File: src/rtl/spi_target_if.sv
// Four-wire SPI link between a controller (master) and a target (slave).
// miso is 4-state so a target may release it when the line is shared.
interface spi_target_if;
  logic sclk;
  logic cs_n;
  logic mosi;
  logic miso;

  modport master (output sclk, output cs_n, output mosi, input miso);
  modport slave  (input sclk, input cs_n, input mosi, output miso);
endinterface

File: src/rtl/spi_target.sv
// SPI mode-0 target: oversamples the link in the clk domain, decodes a command byte, then
// streams bytes to/from a byte-wide memory port. Define SPI_TARGET_MISO_HIZ_EN to release miso when idle.
module spi_target #(
  parameter int MEMORY_SIZE_IN_BYTES = 10,
  parameter int ADDR_W               = $clog2(MEMORY_SIZE_IN_BYTES)
) (
  input  logic              clk,
  input  logic              rst,
  spi_target_if.slave       spi,
  output logic [ADDR_W-1:0] address,
  input  logic [7:0]        data_in,
  output logic [7:0]        data_out,
  output logic              wr,
  output logic              active,
  output logic              done,
  output logic [15:0]       byte_count
);

  typedef enum logic [1:0] {IDLE, CMD, WRITE, READ} state_t;

  localparam logic [ADDR_W-1:0] LAST_ADDR = ADDR_W'(MEMORY_SIZE_IN_BYTES - 1);

  state_t      state;
  logic [2:0]  sclk_sr;   // [0] meta, [1] synchronised, [2] previous sample
  logic [2:0]  cs_sr;
  logic [1:0]  mosi_sr;
  logic [2:0]  bit_cnt;
  logic [6:0]  shift_in;
  logic [6:0]  shift_out;
  logic        miso_q;

  logic        sclk_rise, sclk_fall, cs_rise, cs_fall;
  logic [7:0]  rx_byte;
  logic [ADDR_W-1:0] start_addr;

  function automatic logic [ADDR_W-1:0] next_addr(input logic [ADDR_W-1:0] a);
    return (a == LAST_ADDR) ? '0 : a + ADDR_W'(1);
  endfunction

  function automatic logic [15:0] sat_inc(input logic [15:0] c);
    return (c == 16'hFFFF) ? c : c + 16'd1;
  endfunction

  assign sclk_rise  = sclk_sr[1] & ~sclk_sr[2];
  assign sclk_fall  = ~sclk_sr[1] & sclk_sr[2];
  assign cs_fall    = ~cs_sr[1] & cs_sr[2];
  assign cs_rise    = cs_sr[1] & ~cs_sr[2];
  assign rx_byte    = {shift_in, mosi_sr[1]};
  assign start_addr = (32'(rx_byte[ADDR_W-1:0]) < 32'(MEMORY_SIZE_IN_BYTES))
                      ? rx_byte[ADDR_W-1:0] : '0;

  // cs_n resets to "low" so a transaction already running when rst releases
  // never shows a falling edge and is ignored until cs_n goes high and low again.
  always_ff @(posedge clk or posedge rst) begin
    if (rst) begin
      sclk_sr <= '0;
      cs_sr   <= '0;
      mosi_sr <= '0;
    end else begin
      sclk_sr <= {sclk_sr[1:0], spi.sclk};
      cs_sr   <= {cs_sr[1:0], spi.cs_n};
      mosi_sr <= {mosi_sr[0], spi.mosi};
    end
  end

  // NOTE: all state below is updated with non-blocking assignments so every
  // branch sees the values from the start of the cycle, whatever the order.
  always_ff @(posedge clk or posedge rst) begin
    if (rst) begin
      state      <= IDLE;
      bit_cnt    <= '0;
      shift_in   <= '0;
      shift_out  <= '0;
      miso_q     <= 1'b1;
      address    <= '0;
      data_out   <= '0;
      wr         <= 1'b0;
      active     <= 1'b0;
      done       <= 1'b0;
      byte_count <= '0;
    end else begin
      wr   <= 1'b0;
      done <= 1'b0;

      // A write strobe retires its byte on the following cycle.
      if (wr) begin
        address    <= next_addr(address);
        byte_count <= sat_inc(byte_count);
      end

      case (state)
        IDLE: begin
          if (cs_fall) begin
            state      <= CMD;
            bit_cnt    <= '0;
            byte_count <= '0;
            active     <= 1'b1;
            miso_q     <= 1'b1;
          end
        end

        default: begin
          if (cs_rise) begin
            state   <= IDLE;
            bit_cnt <= '0;
            active  <= 1'b0;
            done    <= 1'b1;
            miso_q  <= 1'b1;
          end else if (sclk_rise) begin
            shift_in <= rx_byte[6:0];
            bit_cnt  <= bit_cnt + 3'd1;
            if (bit_cnt == 3'd7) begin
              case (state)
                CMD: begin
                  state   <= rx_byte[7] ? WRITE : READ;
                  address <= start_addr;
                end
                WRITE: begin
                  data_out <= rx_byte;
                  wr       <= 1'b1;
                end
                READ: begin
                  address    <= next_addr(address);
                  byte_count <= sat_inc(byte_count);
                end
                default: ;
              endcase
            end
          end else if (sclk_fall && state == READ) begin
            // Byte boundary: the command's last falling edge fetches the first byte.
            if (bit_cnt == 3'd0) begin
              shift_out <= data_in[6:0];
              miso_q    <= data_in[7];
            end else begin
              shift_out <= {shift_out[5:0], 1'b0};
              miso_q    <= shift_out[6];
            end
          end
        end
      endcase
    end
  end

`ifdef SPI_TARGET_MISO_HIZ_EN
  assign spi.miso = (cs_sr[1] || state == IDLE) ? 1'bz : miso_q;
`else
  assign spi.miso = miso_q;
`endif

endmodule

File: src/flat_wrapper.sv
// flat-port wrapper written by rule: the top's interface ports become plain ports
module spi_target_flat 
#(
  parameter int MEMORY_SIZE_IN_BYTES = 10,
  parameter int ADDR_W               = $clog2(MEMORY_SIZE_IN_BYTES)
)
  (clk, rst, address, data_in, data_out, wr, active, done, byte_count, spi_sclk, spi_cs_n, spi_mosi, spi_miso);
  spi_target_if spi_i ();
  input  logic clk;
  input  logic rst;
  output logic [ADDR_W-1:0] address;
  input  logic [7:0] data_in;
  output logic [7:0] data_out;
  output logic wr;
  output logic active;
  output logic done;
  output logic [15:0] byte_count;
  input wire logic [$bits(spi_i.sclk)-1:0] spi_sclk;
  input wire logic [$bits(spi_i.cs_n)-1:0] spi_cs_n;
  input wire logic [$bits(spi_i.mosi)-1:0] spi_mosi;
  output wire logic [$bits(spi_i.miso)-1:0] spi_miso;
  assign spi_i.sclk = spi_sclk;
  assign spi_i.cs_n = spi_cs_n;
  assign spi_i.mosi = spi_mosi;
  assign spi_miso = spi_i.miso;
  spi_target #(.MEMORY_SIZE_IN_BYTES(MEMORY_SIZE_IN_BYTES), .ADDR_W(ADDR_W)) u_core (.clk(clk), .rst(rst), .spi(spi_i), .address(address), .data_in(data_in), .data_out(data_out), .wr(wr), .active(active), .done(done), .byte_count(byte_count));
endmodule
File: config.mk
export PLATFORM = sky130hd
export DESIGN_NAME = spi_target_flat
export DESIGN_NICKNAME = d
export VERILOG_FILES = /design/src/rtl/spi_target_if.sv /design/src/rtl/spi_target.sv /design/src/flat_wrapper.sv
export SDC_FILE = /design/constraint.sdc
export NUM_CORES = 1
export LEC_CHECK = 0
export CELL_PAD_IN_SITES_DETAIL_PLACEMENT = 1
export CELL_PAD_IN_SITES_GLOBAL_PLACEMENT = 2
export CORE_MARGIN = 2
export CORE_UTILIZATION = 37
export CTS_BUF_LIST = sky130_fd_sc_hd__clkbuf_2
export DETAILED_ROUTE_END_ITERATION = 8
export PLACE_DENSITY = 0.81
export SYNTH_ARGS = -nofsm -noshare
export SYNTH_HDL_FRONTEND = slang
export SYNTH_SLANG_ARGS = --single-unit
File: constraint.sdc
create_clock -name clk -period 2.5 [get_ports clk]
set_input_delay 0.625 -clock clk [delete_from_list [all_inputs] [get_ports clk]]
set_output_delay 0.625 -clock clk [all_outputs]
set_load 0.01 [all_outputs]
==> run summary, run 1 <==
run status - finished clean
Final Setup Violations - 0
CTS Root Cell - clkbuf_2
via count of the first global-routing pass - 2276
combinational cell fraction of total power - 13.2%
Syn-to-layout area delta - 22.2%
RSZ-0062 raised after global routing - no
Initial Util - 38.2%
CP bufs+invs - 1
switch share - 27.7%
Mapped Cells - 265
Core ar. - 7770 um^2
synth top area cells - dfrtp_1 (49%), mux2_2 (4.9%), mux2i_1 (4.0%)
top sig layer - met4
Max IR drop VDD - 0.000277 V
Synth Flop Type - dfrtp_1
WL final - 6530 um
syn_nets - 282
clk slew on worst S/H paths - 0.18 ns
hold depth - 0
WP data required - 1.88 ns
Fin. Hold Viols - 0
Psw - 0.571 mW
cts hold-fix bufs - 0
first-pass GRT wire length - 11300 um
# resized after CTS - 0
Skew-Pair Late Insertion Delay - 0.49 ns
Max FO, Critical Path - 10
Synth Area in XOR/XNOR - 2.95%
top-count cell post-synth - dfrtp_1
drt pass-1 iters - 4
#FFs+latches synth - 59
die area - 8760 um^2
sequential cell fraction of total power - 53.7%
Mean Syn Cell Area - 11.2 um^2
initial antenna violation count - 0
M1 WL - 3320 um
diode count - 0
CTS H-tree lvls - 3
clk_skew - 0.0203 ns
clk sinks - 59
number of flops mapped to enable cells by yosys - 0
Top delay family on crit path - flip-flops
most frequent cells after synthesis - dfrtp_1 (58), nand2_1 (23), o21ai_0 (19), nor2_1 (18)
Setup crit start kind - register
layout cells sized above 1 - 17.4%
largest family of logic cells by synthesized area - simple AND/OR/NAND/NOR gates
WL met3 - 228 um
Max stage delay on crit path - 0.66 ns
worst hold start - u_core.sclk_sr[0]$_DFF_PP0_
critical path arrival - 1.76 ns
setup TNS - 0 ns
Critical Path Source - u_core.wr$_DFF_PP0_
Port Buffers - 44
clock group share of total power - 33.1%
worst-margin pin slew - 0.702 ns
Crit. End Element - output pin
Die Y - 93.6 um
Num CTS Buffers - 9
simple logic cell fraction of the synthesized area - 18.8%
Post CTS Setup Buffer Count - 0
Slew Limit Fails - 0
Tmin final - 2.39 ns
met2 wire len - 2920 um
GRT Overall Usage - 16.5%
Residual DRC - 0
die width - 93.6 um
CTS Buffer Depth - 2
Synth Area in Compound Gates - 11.3%
period utilization - 95.5%
largest net degree at the start of global routing - 60
GR Overflow Total - 0
kind of critical path - register to output pin
antenna-violating nets left - 0
Design Power - 2.06 mW
Reg2Reg Depth - 5
CP cell instances - clkdlybuf4s50_1
Final nets - 330
GP Congestion - 0.760
slowest CP cell - dfrtp_1
Post-Synth Adder-Cell Area - 1.69%
Starting DRT DRC Count - 78
Fmax - 419 MHz
sequential element share of the synthesized area - 49.8%
vias - 2171
multiplexer share of the synthesized area - 11.0%
worst hold path class - register to register
count of cell types in the netlist - 53
Mapped Area - 2970 um^2
CP Depth - 1
ys async rst share - 100%
Slew headroom - 53.0%
Leak - 1.56 nW
number of I/O pins - 45
Syn. warnings - 0
detailed placement HPWL - 4530 um
Yosys top cell area share - 48.9%
Synth area leader - dfrtp_1
CTS tree - built
maximum capacitance violations - 0
Internal - 1.49 mW
power per cell area - 568 nW/um^2
routed len/inst - 15.6 um
vias per inst - 5.18
slack of the worst reg-to-reg path - 0.42 ns
FF-to-FF Start - u_core.bit_cnt[0]$_DFFE_PP0P_
Rows - 32
==> through the flow <==
step | setup slack, ns | area (um^2) | hold WS, ns | instances | util, %
floorplan | 0.420 | 2970 | 0.331 | 265 | -
global placement | 0.494 | 3500 | 0.332 | 404 | 45.1
detailed placement | 0.448 | 3500 | 0.338 | 404 | 45.1
CTS | 0.0429 | 3630 | 0.354 | 419 | 46.7
global route | 0.00281 | 3630 | 0.362 | 419 | 46.7
finish | 0.114 | 3630 | 0.348 | 419 | 46.7
==> final cells by class <==
| cell class | instances | area, um^2 |
|---|---|---|
| repair buffers | 49 | 490 |
| fillers | 868 | 4140 |
| flip-flops and latches | 59 | 1480 |
| clock inverters | 6 | 81.3 |
| inverters | 13 | 48.8 |
| clock buffers | 9 | 45.0 |
| well taps | 102 | 128 |
| multi-input cells | 181 | 1360 |
==> cell usage in the layout (no fill, tap or decap), types with 3 or more instances in the layout <==
cell type         n
dfrtp_1          58
clkdlybuf4s50_1  44
nand2_1          23
o21ai_0          19
nor2_1           18
mux2_2           13
mux2i_1          12
inv_1            12
a21oi_1          10
xnor2_1          10
clkbuf_2          9
nand3_1           7
nor3_1            4
nor4_4            4
nor3_2            4
mux2_4            4
ha_1              4
buf_4             4
and3_1            3
nor4_1            3
a221oi_1          3
a22o_1            3
==> cell families after synthesis <==
group / Yosys count
and+or+nand+nor: 88
buffers and inverters: 25
adders and majority gates: 4
muxes: 29
AOI/OAI and AO/OA: 50
DFF: 59
xor gates and xnor gates: 10
==> state kept, by name, indices dropped and copies added, names as in the netlist <==
name	count
u_core.shift_in	7
u_core.done	1
u_core.mosi_sr	2
u_core.bit_cnt	3
u_core.wr	1
u_core.cs_sr	3
u_core.sclk_sr	3
u_core.state	2
u_core.data_out	8
u_core.shift_out	7
u_core.address	4
u_core.byte_count	16
u_core.spi.miso	1
u_core.active	1
==> power groups by stage <==
stage / clock, mW / sequential, mW / combinational (mW)
finish: 0.682 / 1.11 / 0.273
global route: 0.745 / 1.12 / 0.305
CTS: 0.705 / 1.11 / 0.279
detailed placement: 0 / 1.13 / 0.279
global placement: 0 / 1.12 / 0.267
floorplan: 0 / 1.10 / 0.192
==> routing by layer <==
layer,global-route usage [%],vias up
met5,0,-
met4,7.97,0
met3,2.98,8
met2,23.9,39
met1,23.9,1087
li1,-,1037
==> path summary, 6_finish.rpt <==
check | endpoint
max | wr
min | u_core.sclk_sr[1]$_DFF_PP0_
max reg2reg | u_core.byte_count[2]$_DFF_PP0_
min reg2reg | u_core.sclk_sr[1]$_DFF_PP0_
max in group asynchronous | u_core.spi.miso$_DFFE_PP1P_
min in group asynchronous | u_core.shift_out[2]$_DFFE_PP0P_
Note: power is estimated with default switching activity, not from simulation.
==> inputs of run 2 (changes only) <==
--- a/config.mk
+++ b/config.mk
@@ -5,13 +5,14 @@
 export SDC_FILE = /design/constraint.sdc
 export NUM_CORES = 1
 export LEC_CHECK = 0
+export ABC_CLOCK_PERIOD_IN_PS = 2500
 export CELL_PAD_IN_SITES_DETAIL_PLACEMENT = 1
 export CELL_PAD_IN_SITES_GLOBAL_PLACEMENT = 2
 export CORE_MARGIN = 2
 export CORE_UTILIZATION = 37
-export CTS_BUF_LIST = sky130_fd_sc_hd__clkbuf_2
+export CTS_BUF_LIST = sky130_fd_sc_hd__clkbuf_4 sky130_fd_sc_hd__clkbuf_8
 export DETAILED_ROUTE_END_ITERATION = 8
-export PLACE_DENSITY = 0.81
+export PLACE_DENSITY_LB_ADDON = 0.1
 export SYNTH_ARGS = -nofsm -noshare
 export SYNTH_HDL_FRONTEND = slang
 export SYNTH_SLANG_ARGS = --single-unit
==> run 2 against run 1 <==
Final cell count rose by 0.24%. Clock power grew 39%. Clock-buffer cell count up 1. Clock skew is 0.0070 ns lower. Total power is 13% higher. Wire length grew 0.83%. Critical path type unchanged.
==> run summary, run 2 (synthesis results as in run 1) <==
combinational cell fraction of total power - 11.7% (was 13.2%)
switch share - 24.7% (was 27.7%)
antenna-violating nets left - 0 (unchanged)
CP cell instances - clkdlybuf4s50_1 (unchanged)
clk_skew - 0.0133 ns (was 0.0203 ns)
Psw - 0.575 mW (was 0.571 mW)
maximum capacitance violations - 0 (unchanged)
power per cell area - 625 nW/um^2 (was 568 nW/um^2)
setup TNS - 0 ns (unchanged)
Starting DRT DRC Count - 54 (was 78)
Initial Util - 38.2% (unchanged)
first-pass GRT wire length - 11200 um (was 11300 um)
clk slew on worst S/H paths - 0.06 ns (was 0.18 ns)
Core ar. - 7770 um^2 (unchanged)
detailed placement HPWL - 4570 um (was 4530 um)
sequential cell fraction of total power - 47.6% (was 53.7%)
Num CTS Buffers - 9 (unchanged)
RSZ-0062 raised after global routing - no (unchanged)
Slew headroom - 53.6% (was 53.0%)
Die Y - 93.6 um (unchanged)
GP Congestion - 0.749 (was 0.760)
worst hold path class - register to register (unchanged)
CTS tree - built (unchanged)
slowest CP cell - clkdlybuf4s50_1 (was dfrtp_1)
kind of critical path - register to output pin (unchanged)
cts hold-fix bufs - 0 (unchanged)
commonest cells after routing, fill and taps aside - dfrtp_1 (58), clkdlybuf4s50_1 (44), nand2_1 (23), o21ai_0 (19), nor2_1 (18) (unchanged)
Fmax - 453 MHz (was 419 MHz)
layout cells sized above 1 - 17.9% (was 17.4%)
Syn-to-layout area delta - 25.5% (was 22.2%)
Rows - 32 (unchanged)
GR Overflow Total - 0 (unchanged)
via count of the first global-routing pass - 2251 (was 2276)
Regs by FF count - u_core.byte_count: 16 flops, u_core.data_out: 8 flops (unchanged)
vias per inst - 5.24 (was 5.18)
die width - 93.6 um (unchanged)
largest net degree at the start of global routing - 31 (was 60)
Residual DRC - 0 (unchanged)
period utilization - 88.4% (was 95.5%)
CTS H-tree lvls - 3 (unchanged)
WHS - 0.348 ns (about the same)
die area - 8760 um^2 (unchanged)
Slew Limit Fails - 0 (unchanged)
CTS Root Cell - clkbuf_8 (was clkbuf_2)
Critical R2R Capture - u_core.data_out[0]$_DFFE_PP0P_ (was u_core.byte_count[2]$_DFF_PP0_)
drt pass-1 iters - 4 (unchanged)
commonest non-fill, non-tap cell in the layout - dfrtp_1 (unchanged)
Final nets - 331 (was 330)
diode count - 0 (unchanged)
routed len/inst - 15.7 um (was 15.6 um)
GRT Overall Usage - 16.4% (was 16.5%)
WP data required - 1.88 ns (about the same)
Reg2Reg Depth - 5 (unchanged)
Fin. Hold Viols - 0 (unchanged)
number of I/O pins - 45 (unchanged)
Leak - 1.60 nW (was 1.56 nW)
FF-to-FF Start - u_core.bit_cnt[0]$_DFFE_PP0P_ (unchanged)
Skew-Pair Late Insertion Delay - 0.34 ns (was 0.49 ns)
WL final - 6590 um (was 6530 um)
slack of the worst reg-to-reg path - 0.40 ns (was 0.42 ns)
hold depth - 0 (unchanged)
critical path arrival - 1.58 ns (was 1.76 ns)
Crit. End Element - output pin (unchanged)
Reg with most FFs - u_core.byte_count (unchanged)
Max FO, Critical Path - 10 (unchanged)
# resized after CTS - 0 (unchanged)
Post CTS Setup Buffer Count - 0 (unchanged)
Top delay family on crit path - buffers and inverters (was flip-flops)
Tmin final - 2.21 ns (was 2.39 ns)
run status - finished clean (unchanged)
Max IR drop VDD - 0.000429 V (was 0.000277 V)
Max stage delay on crit path - 0.63 ns (was 0.66 ns)
worst-margin pin slew - 0.694 ns (was 0.702 ns)
CP bufs+invs - 1 (unchanged)
Setup crit start kind - register (unchanged)
Hold Crit Endpoint - u_core.cs_sr[1]$_DFF_PP0_ (was u_core.sclk_sr[1]$_DFF_PP0_)
vias - 2202 (was 2171)
CTS Buffer Depth - 2 (unchanged)
initial antenna violation count - 0 (unchanged)
Internal - 1.75 mW (was 1.49 mW)
Port Buffers - 44 (unchanged)
Largest register FFs - 16 (unchanged)
worst hold start - u_core.cs_sr[0]$_DFF_PP0_ (was u_core.sclk_sr[0]$_DFF_PP0_)
clk sinks - 59 (unchanged)
Fillers - 848 (was 868)
clock group share of total power - 40.8% (was 33.1%)
Final Setup Violations - 0 (unchanged)
==> run 2: cell count changes in the layout (fill, tap and decap cells not counted), sizes merged <==
cell and delta:
clkinv -1, clkbuf +1, buf +1
==> run 2: worst max path at each step <==
stage	start	end	slack [ns]	cells after the start
after floorplan	rst	u_core.active$_DFFE_PP0P_	0.42	1
after global placement	u_core.bit_cnt[0]$_DFFE_PP0P_	u_core.data_out[5]$_DFFE_PP0P_	0.46	5
after detailed placement	u_core.bit_cnt[1]$_DFFE_PP0P_	u_core.data_out[6]$_DFFE_PP0P_	0.41	5
after CTS	u_core.wr$_DFF_PP0_	wr	0.25	1
after global routing	u_core.wr$_DFF_PP0_	wr	0.21	1
final	u_core.wr$_DFF_PP0_	wr	0.29	1
==> run 2: layout make-up <==
class / instances / area [um^2] / area share [%]
clock inverters: 5 / 77.6 / 2.08
repair buffers: 50 / 498 / 13.4
multi-input cells: 181 / 1360 / 36.4
well taps: 102 / 128 / 3.43
inverters: 13 / 48.8 / 1.31
clock buffers: 10 / 138 / 3.69
flip-flops and latches: 59 / 1480 / 39.7
==> run 2: metrics by stage <==
step	worst slack (ns)	cell area [um^2]	power [mW]	std cells	util, %
CTS	0.251	3720	2.37	420	48.0
finish	0.290	3720	2.33	420	48.0
detailed placement	0.406	3510	1.40	405	45.2
global placement	0.459	3510	1.40	405	45.2
floorplan	0.420	2970	1.29	265	-
global route	0.208	3720	2.44	420	48.0
==> run 2: metal layers <==
metal  global-route usage (%)  wire length [um]
met2                     25.8              3050
met3                     3.06               207
met5                        0                 0
met1                     22.3              3210
met4                     6.40               115
==> run 2: worst reg2reg max path, cell delays in order (launching register included) <==
cell,delay [ns]
dfrtp_1,0.38
ha_1,0.16
ha_1,0.35
nand3_2,0.14
or3b_1,0.59
mux2_4,0.37
==> run 2: power by group through the flow <==
stage | clock (mW) | combinational [mW] | sequential [mW]
finish | 0.948 | 0.271 | 1.11
global route | 1.01 | 0.301 | 1.12
CTS | 0.986 | 0.278 | 1.11
detailed placement | 0 | 0.275 | 1.13
global placement | 0 | 0.271 | 1.13
floorplan | 0 | 0.192 | 1.10
